===== src/rtl/adsr_envelope.sv =====
// ADSR envelope generator with output VCA for a single voice.
// Advances one envelope step per sample_en strobe and scales the incoming
// oscillator sample by the envelope value held before that step.
module adsr_envelope #(
  parameter int ENV_W    = 16,
  parameter int SAMPLE_W = 16
) (
  input  logic                       clk,
  input  logic                       rst,
  input  logic                       sample_en,
  input  logic                       gate,
  input  logic [ENV_W-1:0]           attack_inc,
  input  logic [ENV_W-1:0]           decay_dec,
  input  logic [ENV_W-1:0]           sustain_lvl,
  input  logic [ENV_W-1:0]           release_dec,
  input  logic signed [SAMPLE_W-1:0] sample_in,
  output logic signed [SAMPLE_W-1:0] sample_out,
  output logic                       sample_valid,
  output logic [ENV_W-1:0]           env_out,
  output logic [2:0]                 state_out,
  output logic                       busy
);

  localparam logic [2:0] ST_IDLE    = 3'd0;
  localparam logic [2:0] ST_ATTACK  = 3'd1;
  localparam logic [2:0] ST_DECAY   = 3'd2;
  localparam logic [2:0] ST_SUSTAIN = 3'd3;
  localparam logic [2:0] ST_RELEASE = 3'd4;

  localparam logic [ENV_W-1:0] ENV_MAX = '1;

  logic [2:0]       state;
  logic [2:0]       state_nxt;
  logic [ENV_W-1:0] env;
  logic [ENV_W-1:0] env_nxt;

  // One extra bit keeps the attack sum from wrapping and lets the decay
  // difference go negative so it can be compared signed against sustain.
  logic [ENV_W:0] attack_sum;
  logic [ENV_W:0] decay_diff;

  logic signed [SAMPLE_W+ENV_W:0] product;
  logic                           unused_product_bits;

  assign attack_sum = {1'b0, env} + {1'b0, attack_inc};
  assign decay_diff = {1'b0, env} - {1'b0, decay_dec};

  // Envelope is treated as a non-negative signed operand so full scale never
  // flips the sign of the sample; only the upper sample-width slice is kept.
  assign product             = sample_in * $signed({1'b0, env});
  assign unused_product_bits = ^{product[SAMPLE_W+ENV_W], product[ENV_W-1:0]};

  assign env_out   = env;
  assign state_out = state;

  // Next-step decision: gate-low forces release, otherwise each phase steps
  // toward its target and jumps to the next phase when it would overshoot.
  always_comb begin
    state_nxt = state;
    env_nxt   = env;
    case (state)
      ST_IDLE: begin
        if (gate) state_nxt = ST_ATTACK;
      end
      ST_ATTACK: begin
        if (!gate) begin
          state_nxt = ST_RELEASE;
        end else if ((attack_inc == '0) || (attack_sum >= {1'b0, ENV_MAX})) begin
          env_nxt   = ENV_MAX;
          state_nxt = ST_DECAY;
        end else begin
          env_nxt = attack_sum[ENV_W-1:0];
        end
      end
      ST_DECAY: begin
        if (!gate) begin
          state_nxt = ST_RELEASE;
        end else if ((decay_dec == '0) ||
                     ($signed(decay_diff) <= $signed({1'b0, sustain_lvl}))) begin
          env_nxt   = sustain_lvl;
          state_nxt = ST_SUSTAIN;
        end else begin
          env_nxt = decay_diff[ENV_W-1:0];
        end
      end
      ST_SUSTAIN: begin
        if (!gate) begin
          state_nxt = ST_RELEASE;
        end else begin
          env_nxt = sustain_lvl;
        end
      end
      ST_RELEASE: begin
        if (gate) begin
          state_nxt = ST_ATTACK;
        end else if ((release_dec == '0) || (env <= release_dec)) begin
          env_nxt   = '0;
          state_nxt = ST_IDLE;
        end else begin
          env_nxt = env - release_dec;
        end
      end
      default: begin
        env_nxt   = '0;
        state_nxt = ST_IDLE;
      end
    endcase
  end

  // State, envelope and VCA output advance only on sample ticks; the valid
  // strobe follows every tick by one clock.
  always_ff @(posedge clk or negedge rst) begin
    if (!rst) begin
      state        <= ST_IDLE;
      env          <= '0;
      busy         <= 1'b0;
      sample_out   <= '0;
      sample_valid <= 1'b0;
    end else begin
      sample_valid <= sample_en;
      if (sample_en) begin
        state      <= state_nxt;
        env        <= env_nxt;
        busy       <= (state_nxt != ST_IDLE);
        sample_out <= product[SAMPLE_W+ENV_W-1:ENV_W];
      end
    end
  end

endmodule


===== config.mk =====
export PLATFORM = sky130hd
export DESIGN_NAME = adsr_envelope
export DESIGN_NICKNAME = d
export VERILOG_FILES = /design/src/rtl/adsr_envelope.sv
export SDC_FILE = /design/constraint.sdc
export NUM_CORES = 1
export LEC_CHECK = 0
export CAP_MARGIN = 20
export CORE_UTILIZATION = 32
export CTS_CLUSTER_DIAMETER = 40
export DETAILED_ROUTE_END_ITERATION = 8
export PLACE_DENSITY_LB_ADDON = 0.2
export SLEW_MARGIN = 20
export SYNTH_ARGS = -nofsm -noshare
export SYNTH_HDL_FRONTEND = slang
export SYNTH_SLANG_ARGS = --single-unit

===== constraint.sdc =====
create_clock -name clk -period 5.9 [get_ports clk]
set_input_delay 1.18 -clock clk [delete_from_list [all_inputs] [get_ports clk]]
set_output_delay 1.18 -clock clk [all_outputs]
set_load 0.02 [all_outputs]

# After elaboration in Yosys (flattened, before gate mapping)
# Cells that the tools add are included.
[op_classes] n_addsub=3 multipliers=1 magnitude_cmp=3 eq_ne=8 n_mux=17 bitwise_logic=1 n_reduce_logical=9
[ops] cell="16-bit 2-to-1 mux" count=7
[ops] cell="16-bit case mux with 5 select lines" count=1
[ops] cell="16-bit logical NOT" count=3
[ops] cell="16-bit by 17-bit multiplier with 32-bit output" count=1
[ops] cell="3-bit 2-to-1 mux" count=8
[ops] cell="16-bit by 16-bit adder with 17-bit output" count=1
[ops] cell="17-bit by 16-bit greater-or-equal comparator with 1-bit output (second input constant)" count=1
[ops] cell="17-bit less-or-equal comparator" count=1
[ops] cell="16-bit by 16-bit subtractor with 17-bit output" count=1
[ops] cell="16-bit less-or-equal comparator" count=1
[ops] cell="16-bit subtractor" count=1
[ops] cell="3-bit case mux with 5 select lines" count=1
[ops] cell="2-bit inequality test (second input constant)" count=4
[ops] cell="3-bit by 2-bit equality test with 1-bit output (second input constant)" count=2
[ops] cell="6-bit AND reduction" count=1
[ops] cell="3-bit by 1-bit equality test with 1-bit output (second input constant)" count=1
[ops] cell="3-bit equality test (second input constant)" count=1
[ops] cell="3-bit logical NOT" count=1
[ops] cell="1-bit logical OR" count=3
[ops] cell="3-bit nonzero test" count=1
[ops] cell="1-bit inverter" count=1
[word_totals] reg_bits=37 out_inout_bits=37 word_cells=47

# Depth between registers and ports, before layout
# Gate-level depths: netlist of run 1.
[logic_depth] ltp_word=7 mapped_depth=24

# Least setup slack after synthesis of run 1
# Ideal clock, no wire load.
[synth_timing] path_type="input to register" start="input sample_in[15]" end="register sample_out[10]" setup_time_ns=0.125 arrival_ns=6.688 required_ns=5.775 setup_slack_ns=-0.913 stages=23 path_buffers=1 cell_sequence="clkbuf_1 > clkinv_1 > nor2_1 > fa_1 > inv_1 > fa_1 > fa_1 > inv_1 > fa_1 > fa_1 > inv_1 > fa_1 > inv_1 > ha_1 > a21oi_1 > o21ai_0 > a221o_1 > a21oi_1 > o31ai_1 > a31o_2 > a21oi_1 > xnor2_1 > mux2_2"
[synth_via] elab_chain_cells=1
[synth_rtl] element="from (decl)" line_no="16" text="input logic signed [SAMPLE_W-1:0] sample_in,"
[synth_rtl] element="16-bit by 17-bit multiplier with 32-bit output" line_no="50" text="assign product = sample_in * $signed({1'b0, env});"
[synth_rtl] element="to (signal assigned)" line_no="125" text="sample_out <= product[SAMPLE_W+ENV_W-1:ENV_W];"
[synth_rtl] element="to (decl)" line_no="17" text="output logic signed [SAMPLE_W-1:0] sample_out,"
# Every way passes these cells.
# A chain may end at the register's enable or synchronous reset.

# Final worst setup path of run 1
[layout_timing] start="input sample_in[11]" end="register sample_out[14]"
# Same word-level chain as after synthesis.

==> results of run 1 <==
[timing repair]
item                                    CTS  global route
endpoints found under the setup margin   18            34
pin swaps                                41            81
resized for setup                       121           135
setup buffers                            29            17
[power by group through the flow]
| stage | sequential (uW) | clock [uW] | combinational, uW |
|---|---|---|---|
| finish | 504 | 276 | 8200 |
| global route | 518 | 291 | 9230 |
| CTS | 501 | 284 | 7720 |
| detailed placement | 503 | 0 | 7330 |
| global placement | 505 | 0 | 7270 |
| floorplan | 604 | 0 | 4740 |
[cell families (layout without fill, tap and decap cells)]
| logic type | Yosys count | count (layout) | share of synthesized area (%) |
|---|---|---|---|
| simple gates | 427 | 427 | 16.6 |
| fa+ha+maj | 374 | 374 | 47.6 |
| buf+inv | 367 | 641 | 10.8 |
| compound gates | 244 | 244 | 13.1 |
| xor+xnor | 54 | 54 | 3.66 |
| flops | 37 | 37 | 7.16 |
| mux | 13 | 13 | 1.13 |
| other cells | 0 | 1 | 0 |
[worst max-delay path: stages]
cell and delay (ns):
buf_4 0.15, buf_4 0.15, and2_4 0.15, fa_1 0.51
inv_2 0.04, fa_1 0.52, fa_1 0.52, fa_1 0.49
inv_1 0.05, fa_1 0.47, inv_1 0.05, fa_1 0.49
inv_2 0.05, ha_4 0.20, and3_4 0.17, a221o_1 0.36
a21oi_4 0.19, o21a_1 0.17, buf_6 0.11, a21oi_4 0.06
nor3_4 0.21, xnor2_1 0.09, mux2_4 0.25
[path summary, 6_finish.rpt]
check,cells after the start,to,slack (ns)
worst max-delay path,23,sample_out[14],-0.56
worst min register to register,2,sample_out[13],0.51
worst min-delay path,2,sample_out[13],0.51
worst max register to register,24,sample_out[14],-0.37
min in group asynchronous,1,sample_out[0],1.05
max in group asynchronous,1,sample_out[15],4.25
[flip-flops by register name, indices dropped and copies added, names as in the netlist]
signal,count
busy,1
env_out,16
sample_out,16
sample_valid,1
state_out,3
[routing by layer]
| layer | GRT usage, % | share of wire, % |
|---|---|---|
| met4 | 5.13 | 1.9 |
| met3 | 3.16 | 5.6 |
| met2 | 34.2 | 48 |
| met1 | 26.9 | 45 |
| met5 | 0 | 0 |
[final cells by class]
type                       count  area (sq um)
fill                        4025         22800
multi-input combinational   1112         11200
timing repair buffer         314          2880
inverter                     319          1210
sequential                    37           926
tap                          525           657
clock buffer                   5           125
clock inverter                 3          17.5
antenna                        1          2.50
[per-stage QoR]
step / setup slack (ns) / utilization, % / std cells / total power [uW]
CTS: -0.612 / 41.7 / 2307 / 8510
floorplan: -0.413 / - / 1516 / 5340
global placement: -1.43 / 40.4 / 2271 / 7780
global route: -0.733 / 42.7 / 2316 / 10000
finish: -0.558 / 42.7 / 2316 / 8980
detailed placement: -1.45 / 40.4 / 2271 / 7830
[cells in the mapped netlist (all sizes together), types with 6 or more instances]
cell	number	area share [%]
mux2	13	1.1
inv	318	9.2
o21ai	40	1.6
nor4	16	0.82
a31oi	13	0.79
nand2b	17	0.82
a211oi	6	0.39
ha	178	17
a22oi	8	0.46
nand3	14	0.54
o211ai	7	0.41
a21oi	71	2.8
xnor2	39	2.6
nand2	164	4.8
clkbuf	44	1.3
o21a	14	0.81
dfrtp	37	7.2
nor2b	7	0.34
xor2	15	1.0
and2	123	6.0
a21o	23	1.3
nand4	19	0.92
a222oi	9	0.70
nor3	11	0.43
nor2	43	1.2
fa	196	30
==> impl_summary.log, run 1 <==
[metrics] fraction of layout cells with a size suffix above 1: 21.5%
[metrics] most frequent standard cell in the layout excluding fill and tap cells: inv_1
[metrics] worst-case setup margin in the final layout: -0.558 ns
[metrics] kind of launch point of the worst setup path: primary input
[metrics] netlist area before placement: 12900 sq um
[metrics] peak supply drop: 0.000481 V
[metrics] internal power of the cells: 4530 uW
[metrics] unrepaired setup endpoints after global routing: true
[metrics] top fanout value on the critical path: 6
[metrics] cell chosen for the clock root: clkbuf_16
[metrics] total non-filler cell area in the finished layout: 17000 sq um
[metrics] setup TNS: -6.18 ns
[metrics] DR WL/cell: 17.4 um
[metrics] vias per std cell: 4.90
[metrics] clock latency at the later pin of the worst-skew pair: 0.30 ns
[metrics] Max-Slew Margin vs Limit: 34.7%
[metrics] H-tree depth: 2
[metrics] final setup violation count: 16
[metrics] count of TritonRoute iterations in the first routing pass: 9
[metrics] source of the critical timing path: sample_in[11]
[metrics] worst clock skew: 0.00768 ns
[metrics] Horiz. Die Dim: 203 um
[metrics] Boundary Pins: 121
[metrics] GRT Residual Overflow: 0
[metrics] number of nets in the final layout: 2247
[metrics] effective utilization at floorplan: 32.5%
[metrics] portion of the post-synthesis area used by sequential elements: 7.16%
[metrics] main flop type after synthesis: dfrtp_1
[metrics] endpoint kind of the worst setup timing path: flip-flop
[metrics] share of flip-flops with an asynchronous set or reset: 100%
[metrics] global placer's final weighted congestion: 0.938
[metrics] Cells after Synth: 1516
[metrics] area inside the core boundary: 39800 sq um
[metrics] relative contribution of the clock network to total power: 3.1%
[metrics] startpoint of the most critical register-to-register path: env_out[6]
[metrics] detailed-route wire length: 40.3 mm
[metrics] Area Overhead vs Synth: 31.5%
[metrics] max_cap viols: 0
[metrics] global-route wire length before repair: 65.2 mm
[metrics] fmax: 0.155 GHz
[metrics] Hold Startpoint: sample_out[13]
[metrics] number of enable flip-flop cells after synthesis: 0
[metrics] antenna violations before repair: 1
[metrics] number of antenna-violating nets in the routed design: 0
[metrics] number of unique standard cell types used by synthesis: 66
[metrics] commonest non-fill, non-tap cells in the layout: inv_1 (289), fa_1 (178), buf_4 (166)
[metrics] total vias in the final route: 11300
[metrics] maximum root-to-sink buffer count: 2
[metrics] clock sink count: 37
[metrics] Net Count, Synth: 1974
[metrics] Static Leak: 0.00841 uW
[metrics] data arrival time of the critical path: 6.64 ns
[metrics] Post-CTS Hold Fix Bufs: 0
[metrics] violated checks: negative setup slack
[metrics] clock slew seen by the registers of the worst setup and hold paths: 0.06 ns
[metrics] number of buffers inserted during clock tree synthesis: 5
[metrics] number of global-route vias before repair: 12200
[metrics] min Tclk post-route: 6.46 ns
[metrics] maximum number of pins on one net before global-route repair: 38
[metrics] Detailed Place HPWL: 33.6 mm
[metrics] post-synthesis area per instance: 8.53 sq um
[metrics] number of pins exceeding their max-slew limit in the final report: 0
[metrics] synthesis warning total: 0
[metrics] Net Sw Frac: 49.5%
[metrics] combinational cell fraction of total power: 91.3%
[metrics] overall fraction of global-route tracks in use: 20.3%
[metrics] standard-cell row count: 73
[metrics] violation count after the first detailed-route iteration: 550
[metrics] type of the most critical hold path: reg2reg
[metrics] DRC violation count after routing: 0
[metrics] die outline area: 41200 sq um
[metrics] Switching Power: 4450 uW
[metrics] pwr/cell area: 528 nW/um^2
[metrics] CP Data Required Time: 6.08 ns
[metrics] clock tree from TritonCTS: yes
[metrics] register bit total from synthesis: 37
[metrics] Final Hold Slack: 0.508 ns
[metrics] Port Buffer Count: 120
[metrics] Area after DPL: 16100 sq um
[metrics] run status: finished with violations
[metrics] critical setup path kind: in2reg
[metrics] Final Hold Vio Count: 0
[metrics] share of the clock period used by the worst path: 109%
[metrics] sequential fraction of design power: 5.6%
[metrics] Tightest Pin Transition: 0.980 ns
[metrics] overall die height: 203 um
Note: power is estimated with default switching activity, not from simulation.
==> run 2, diff against run 1 <==
--- a/config.mk
+++ b/config.mk
@@ -9,6 +9,7 @@
 export CORE_UTILIZATION = 32
 export CTS_CLUSTER_DIAMETER = 40
 export DETAILED_ROUTE_END_ITERATION = 8
+export GPL_ROUTABILITY_DRIVEN = 0
 export PLACE_DENSITY_LB_ADDON = 0.2
 export SLEW_MARGIN = 20
 export SYNTH_ARGS = -nofsm -noshare
==> impl_summary.log, run 2 (synthesis results as in run 1) <==
[metrics] die outline area: 41200 sq um
[metrics] overall die height: 203 um
[metrics] clock slew seen by the registers of the worst setup and hold paths: 0.06 ns
[metrics] Horiz. Die Dim: 203 um
[metrics] combined area of the multi-input logic cells: 11200 sq um
[metrics] fraction of layout cells with a size suffix above 1: 20.8%
[metrics] CP Data Required Time: 6.08 ns
[metrics] final core utilization: 42.5%
[metrics] FF-to-FF End: sample_out[12]
[metrics] DR WL/cell: 17.1 um
[metrics] global-route wire length before repair: 64.8 mm
[metrics] antenna violations before repair: 1
[metrics] type of the most critical hold path: reg2reg
[metrics] Switching Power: 4390 uW
[metrics] fill cell total of the finished layout: 4033
[metrics] relative contribution of the clock network to total power: 3.0%
[metrics] Port Buffer Count: 120
[metrics] R2R Setup Slk: -0.30 ns
[metrics] clock latency at the later pin of the worst-skew pair: 0.29 ns
[metrics] pwr/cell area: 531 nW/um^2
[metrics] area inside the core boundary: 39800 sq um
[metrics] fmax: 0.154 GHz
[metrics] top fanout value on the critical path: 5
[metrics] Max-Slew Margin vs Limit: 35.1%
[metrics] Ant. Diodes: 0
[metrics] effective utilization at floorplan: 32.5%
[metrics] worst clock skew: 0.00723 ns
[metrics] H-tree depth: 2
[metrics] hold worst-path end: sample_out[13]
[metrics] violation count after the first detailed-route iteration: 787
[metrics] startpoint of the most critical register-to-register path: env_out[6]
[metrics] min Tclk post-route: 6.48 ns
[metrics] cell chosen for the clock root: clkbuf_16
[metrics] most frequent standard cell in the layout excluding fill and tap cells: inv_1
[metrics] vias per std cell: 4.95
[metrics] standard-cell row count: 73
[metrics] max_cap viols: 0
[metrics] Hold Startpoint: sample_out[13]
[metrics] endpoint kind of the worst setup timing path: flip-flop
[metrics] combinational cell fraction of total power: 91.2%
[metrics] count of TritonRoute iterations in the first routing pass: 8
[metrics] final setup violation count: 16
[metrics] maximum root-to-sink buffer count: 2
[metrics] number of placed instances with taps included: 2269
[metrics] Detailed Place HPWL: 33.0 mm
[metrics] overall fraction of global-route tracks in use: 20.0%
[metrics] total vias in the final route: 11500
[metrics] number of global-route vias before repair: 12300
[metrics] DRC violation count after routing: 0
[metrics] number of nets in the final layout: 2247
[metrics] internal power of the cells: 4580 uW
[metrics] Boundary Pins: 121
[metrics] Net Sw Frac: 49.0%
[metrics] sequential fraction of design power: 5.8%
[metrics] clock tree from TritonCTS: yes
[metrics] number of buffers inserted during clock tree synthesis: 5
[metrics] Worst Hold Path Cells: 2
[metrics] clock sink count: 37
[metrics] Static Leak: 0.00836 uW
[metrics] Area Overhead vs Synth: 30.8%
[metrics] run status: finished with violations
[metrics] number of pins exceeding their max-slew limit in the final report: 0
[metrics] peak supply drop: 0.000672 V
[metrics] maximum number of pins on one net before global-route repair: 38
[metrics] kind of launch point of the worst setup path: primary input
[metrics] Tightest Pin Transition: 0.971 ns
[metrics] number of antenna-violating nets in the routed design: 0
[metrics] critical setup path kind: in2reg
[metrics] post-layout instance count excluding filler cells: 2315
[metrics] violated checks: negative setup slack
[metrics] unrepaired setup endpoints after global routing: true
[metrics] GRT Residual Overflow: 0
[metrics] commonest non-fill, non-tap cells in the layout: inv_1 (292), fa_1 (178), ha_1 (162)
[metrics] worst-case setup margin in the final layout: -0.584 ns
[metrics] Storage cell area: 926 sq um
[metrics] detailed-route wire length: 39.5 mm
[metrics] data arrival time of the critical path: 6.66 ns
[metrics] Final Hold Vio Count: 0
[metrics] Worst R2R Path Depth: 21
[metrics] share of the clock period used by the worst path: 110%
## run 2: cell types whose count changed in the layout (fill, tap and decap cells not counted), moves of 4 or more
cell | previous run | this run
buf_12 | 12 | 7
buf_4 | 166 | 155
nand2_1 | 143 | 148
buf_6 | 24 | 34
nand2_4 | 5 | 1
buf_2 | 1 | 7
## run 2: area by class of cell
cell class | instances | share of cell area (%)
multi-input cells | 1112 | 65.9
repair buffers | 314 | 16.7
inverters | 319 | 7.15
flip-flops and latches | 37 | 5.47
well taps | 525 | 3.88
clock buffers | 5 | 0.740
clock inverters | 3 | 0.104
## run 2: power groups by stage
stage               registers, uW  clock network (uW)  logic [uW]
CTS                           526                 281        7830
detailed placement            527                   0        7220
global route                  539                 287        9270
finish                        523                 267        8180
global placement              527                   0        7170
floorplan                     604                   0        4740
## run 2: per-layer routing
layer  vias to the layer above  part of all wire [%]  wire [um]  global-route usage, %
met5                         -                     0          0                      0
li1                       5448                     -          -                      -
met2                       279                    48      19000                   34.4
met1                      5674                    45      17800                   26.9
met4                         0                   2.1        827                   4.83
met3                        50                   4.8       1880                   2.12
## run 2: critical path, stage by stage
cell      delay [ns]
buf_6           0.09
buf_6           0.12
buf_6           0.11
buf_6           0.12
and2_4          0.13
fa_2            0.45
fa_1            0.57
ha_4            0.14
inv_2           0.03
fa_1            0.49
fa_1            0.54
fa_1            0.51
inv_2           0.04
ha_4            0.25
and3_4          0.19
a221o_1         0.15
a41oi_2         0.04
buf_6           0.15
o21a_4          0.24
or4_4           0.46
nand2_2         0.10
a21o_1          0.15
a211oi_2        0.07
o41ai_1         0.31
## run 2: through the flow
| stage | hold WS [ns] | instance area (sq um) | total power, uW | worst slack, ns | TNS [ns] |
|---|---|---|---|---|---|
| 2_1_floorplan | 0.589 | 13200 | 5340 | -0.413 | -3.72 |
| 3_3_place_gp | 0.486 | 16000 | 7690 | -1.40 | -21.90 |
| 3_5_place_dp | 0.483 | 16000 | 7740 | -1.44 | -22.31 |
| 4_1_cts | 0.502 | 16700 | 8630 | -0.647 | -7.84 |
| 5_1_grt | 0.518 | 16900 | 10100 | -0.760 | -9.41 |
| 6_report | 0.495 | 16900 | 8970 | -0.584 | -6.59 |
## run 2: how the worst max path moves through the flow
stage             startpoint        endpoint  slack (ns)  depth (start not counted)
2_1_floorplan  sample_in[12]  sample_out[12]       -0.41                         21
5_1_grt        sample_in[14]  sample_out[14]       -0.76                         23
6_report        sample_in[5]  sample_out[13]       -0.58                         24
3_5_place_dp    sample_in[1]  sample_out[12]       -1.44                         22
4_1_cts        sample_in[14]  sample_out[12]       -0.65                         24
3_3_place_gp    sample_in[1]  sample_out[12]       -1.40                         22
## run 2: what timing repair did
item                                    4_1_cts  5_1_grt
hold buffers                                  0        0
pin swaps                                    58       69
hold endpoints to repair                      0        0
gates cloned                                  1        0
gates resized for setup                     144       88
endpoints found under the setup margin       16       33
buffers inserted                             28       17
==> run 3, diff against run 2 <==
--- a/config.mk
+++ b/config.mk
@@ -6,7 +6,7 @@
 export NUM_CORES = 1
 export LEC_CHECK = 0
 export CAP_MARGIN = 20
-export CORE_UTILIZATION = 32
+export CORE_UTILIZATION = 55
 export CTS_CLUSTER_DIAMETER = 40
 export DETAILED_ROUTE_END_ITERATION = 8
 export GPL_ROUTABILITY_DRIVEN = 0
==> impl_summary.log, run 3 (synthesis results as in run 1) <==
[metrics] maximum number of pins on one net before global-route repair: 38
[metrics] critical setup path kind: in2reg
[metrics] pwr/cell area: 532 nW/um^2
[metrics] endpoint kind of the worst setup timing path: flip-flop
[metrics] fraction of layout cells with a size suffix above 1: 20.0%
[metrics] die outline area: 24100 sq um
[metrics] clock slew seen by the registers of the worst setup and hold paths: 0.06 ns
[metrics] CP Data Required Time: 6.07 ns
[metrics] number of pins exceeding their max-slew limit in the final report: 0
[metrics] Area after DPL: 15600 sq um
[metrics] commonest non-fill, non-tap cells in the layout: inv_1 (284), fa_1 (183), ha_1 (168)
[metrics] effective utilization at floorplan: 56.6%
[metrics] min Tclk post-route: 6.51 ns
[metrics] overall fraction of global-route tracks in use: 31.0%
[metrics] type of the most critical hold path: reg2reg
[metrics] GRT Residual Overflow: 0
[metrics] worst clock skew: 0.0101 ns
[metrics] H-tree depth: 2
[metrics] antenna violations before repair: 0
[metrics] peak supply drop: 0.000613 V
[metrics] Boundary Pins: 121
[metrics] violated checks: design-rule violations, negative setup slack
[metrics] number of buffers inserted during clock tree synthesis: 5
[metrics] maximum root-to-sink buffer count: 2
[metrics] data arrival time of the critical path: 6.68 ns
[metrics] final core utilization: 71.9%
[metrics] Horiz. Die Dim: 155 um
[metrics] Ant. Diodes: 0
[metrics] max_cap viols: 0
[metrics] clock sink count: 37
[metrics] fmax: 0.154 GHz
[metrics] detailed-route wire length: 36.4 mm
[metrics] worst-case setup margin in the final layout: -0.610 ns
[metrics] top fanout value on the critical path: 7
[metrics] total non-filler cell area in the finished layout: 16400 sq um
[metrics] violation count after the first detailed-route iteration: 964
[metrics] vias per std cell: 5.61
[metrics] global-route wire length before repair: 58.7 mm
[metrics] Port Buffer Count: 120
[metrics] share of the clock period used by the worst path: 110%
[metrics] Detailed Place HPWL: 29.4 mm
[metrics] most frequent standard cell in the layout excluding fill and tap cells: inv_1
[metrics] DRC violation count after routing: 14
[metrics] number of global-route vias before repair: 11900
[metrics] number of antenna-violating nets in the routed design: 0
[metrics] Final Hold Vio Count: 0
[metrics] cell chosen for the clock root: clkbuf_16
[metrics] Final Hold Slack: 0.507 ns
[metrics] count of TritonRoute iterations in the first routing pass: 9
[metrics] clock latency at the later pin of the worst-skew pair: 0.29 ns
[metrics] Static Leak: 0.00830 uW
[metrics] final setup violation count: 16
[metrics] number of nets in the final layout: 2229
[metrics] DR WL/cell: 17.5 um
[metrics] area inside the core boundary: 22800 sq um
[metrics] Post-CTS Hold Fix Bufs: 0
[metrics] overall die height: 155 um
[metrics] Tightest Pin Transition: 0.939 ns
[metrics] run status: finished with violations
[metrics] unrepaired setup endpoints after global routing: true
[metrics] standard-cell row count: 55
[metrics] total vias in the final route: 11700
[metrics] clock tree from TritonCTS: yes
[metrics] kind of launch point of the worst setup path: primary input
[metrics] Area Overhead vs Synth: 27.1%
[metrics] Max-Slew Margin vs Limit: 37.4%
==> run 3: critical path: stages <==
cell             delay [ns]
clkdlybuf4s15_1        0.18
buf_6                  0.14
and2_4                 0.14
fa_1                   0.56
inv_1                  0.07
fa_2                   0.53
inv_2                  0.04
fa_2                   0.56
fa_2                   0.43
fa_1                   0.50
inv_2                  0.04
fa_1                   0.48
inv_2                  0.04
ha_4                   0.15
a21oi_2                0.12
o21ai_2                0.08
a221o_1                0.31
a21oi_2                0.20
o21a_1                 0.22
nand2_2                0.08
a21o_1                 0.21
xor2_1                 0.14
mux2_4                 0.26
==> run 3: layout make-up <==
cell class              instances  area, sq um
clock buffers                   5          125
clock inverters                 3         17.5
fillers                      1788         6420
inverters                     319         1200
multi-input cells            1112        11100
flip-flops and latches         37          926
well taps                     313          392
repair buffers                296         2650
==> run 3: per-layer routing <==
metal	global-route usage, %	vias to the layer above	part of all wire (%)
li1	-	5416	-
met1	40.0	5683	40
met2	53.2	487	48
met3	3.65	101	7.3
met4	12.0	0	4.0
met5	0	-	0
==> run 3: final timing paths <==
path                               start        endpoint  slack, ns  depth (start not counted)
setup / recovery           sample_in[13]  sample_out[12]      -0.61                         23
hold / removal             sample_out[7]   sample_out[7]       0.51                          1
setup reg to reg              env_out[6]  sample_out[12]      -0.23                         21
hold reg to reg            sample_out[7]   sample_out[7]       0.51                          1
max in group asynchronous            rst      env_out[4]       4.28                          1
min in group asynchronous            rst   sample_out[0]       1.02                          1
==> run 3: repair_timing <==
| item | in CTS | in global routing |
|---|---|---|
| endpoints found under the setup margin | 16 | 25 |
| buffers inserted | 17 | 18 |
| gates resized for setup | 127 | 92 |
| gates cloned | 1 | 0 |
| pin swaps | 42 | 50 |
| endpoints found under the hold margin | 0 | 0 |
==> run 3: through the flow <==
stage | cells | TNS (ns) | total power, uW | worst slack [ns]
floorplan | 1516 | -3.72 | 5340 | -0.413
global placement | 2045 | -19.46 | 7370 | -1.35
detailed placement | 2045 | -20.75 | 7580 | -1.42
CTS | 2071 | -7.09 | 8180 | -0.626
global route | 2085 | -9.36 | 9710 | -0.735
finish | 2085 | -7.07 | 8730 | -0.610
==> run 3: where the power goes <==
part | switching (uW) | internal (uW)
Sequential | 135 | 373
Combinational | 4100 | 3860
Clock | 117 | 155
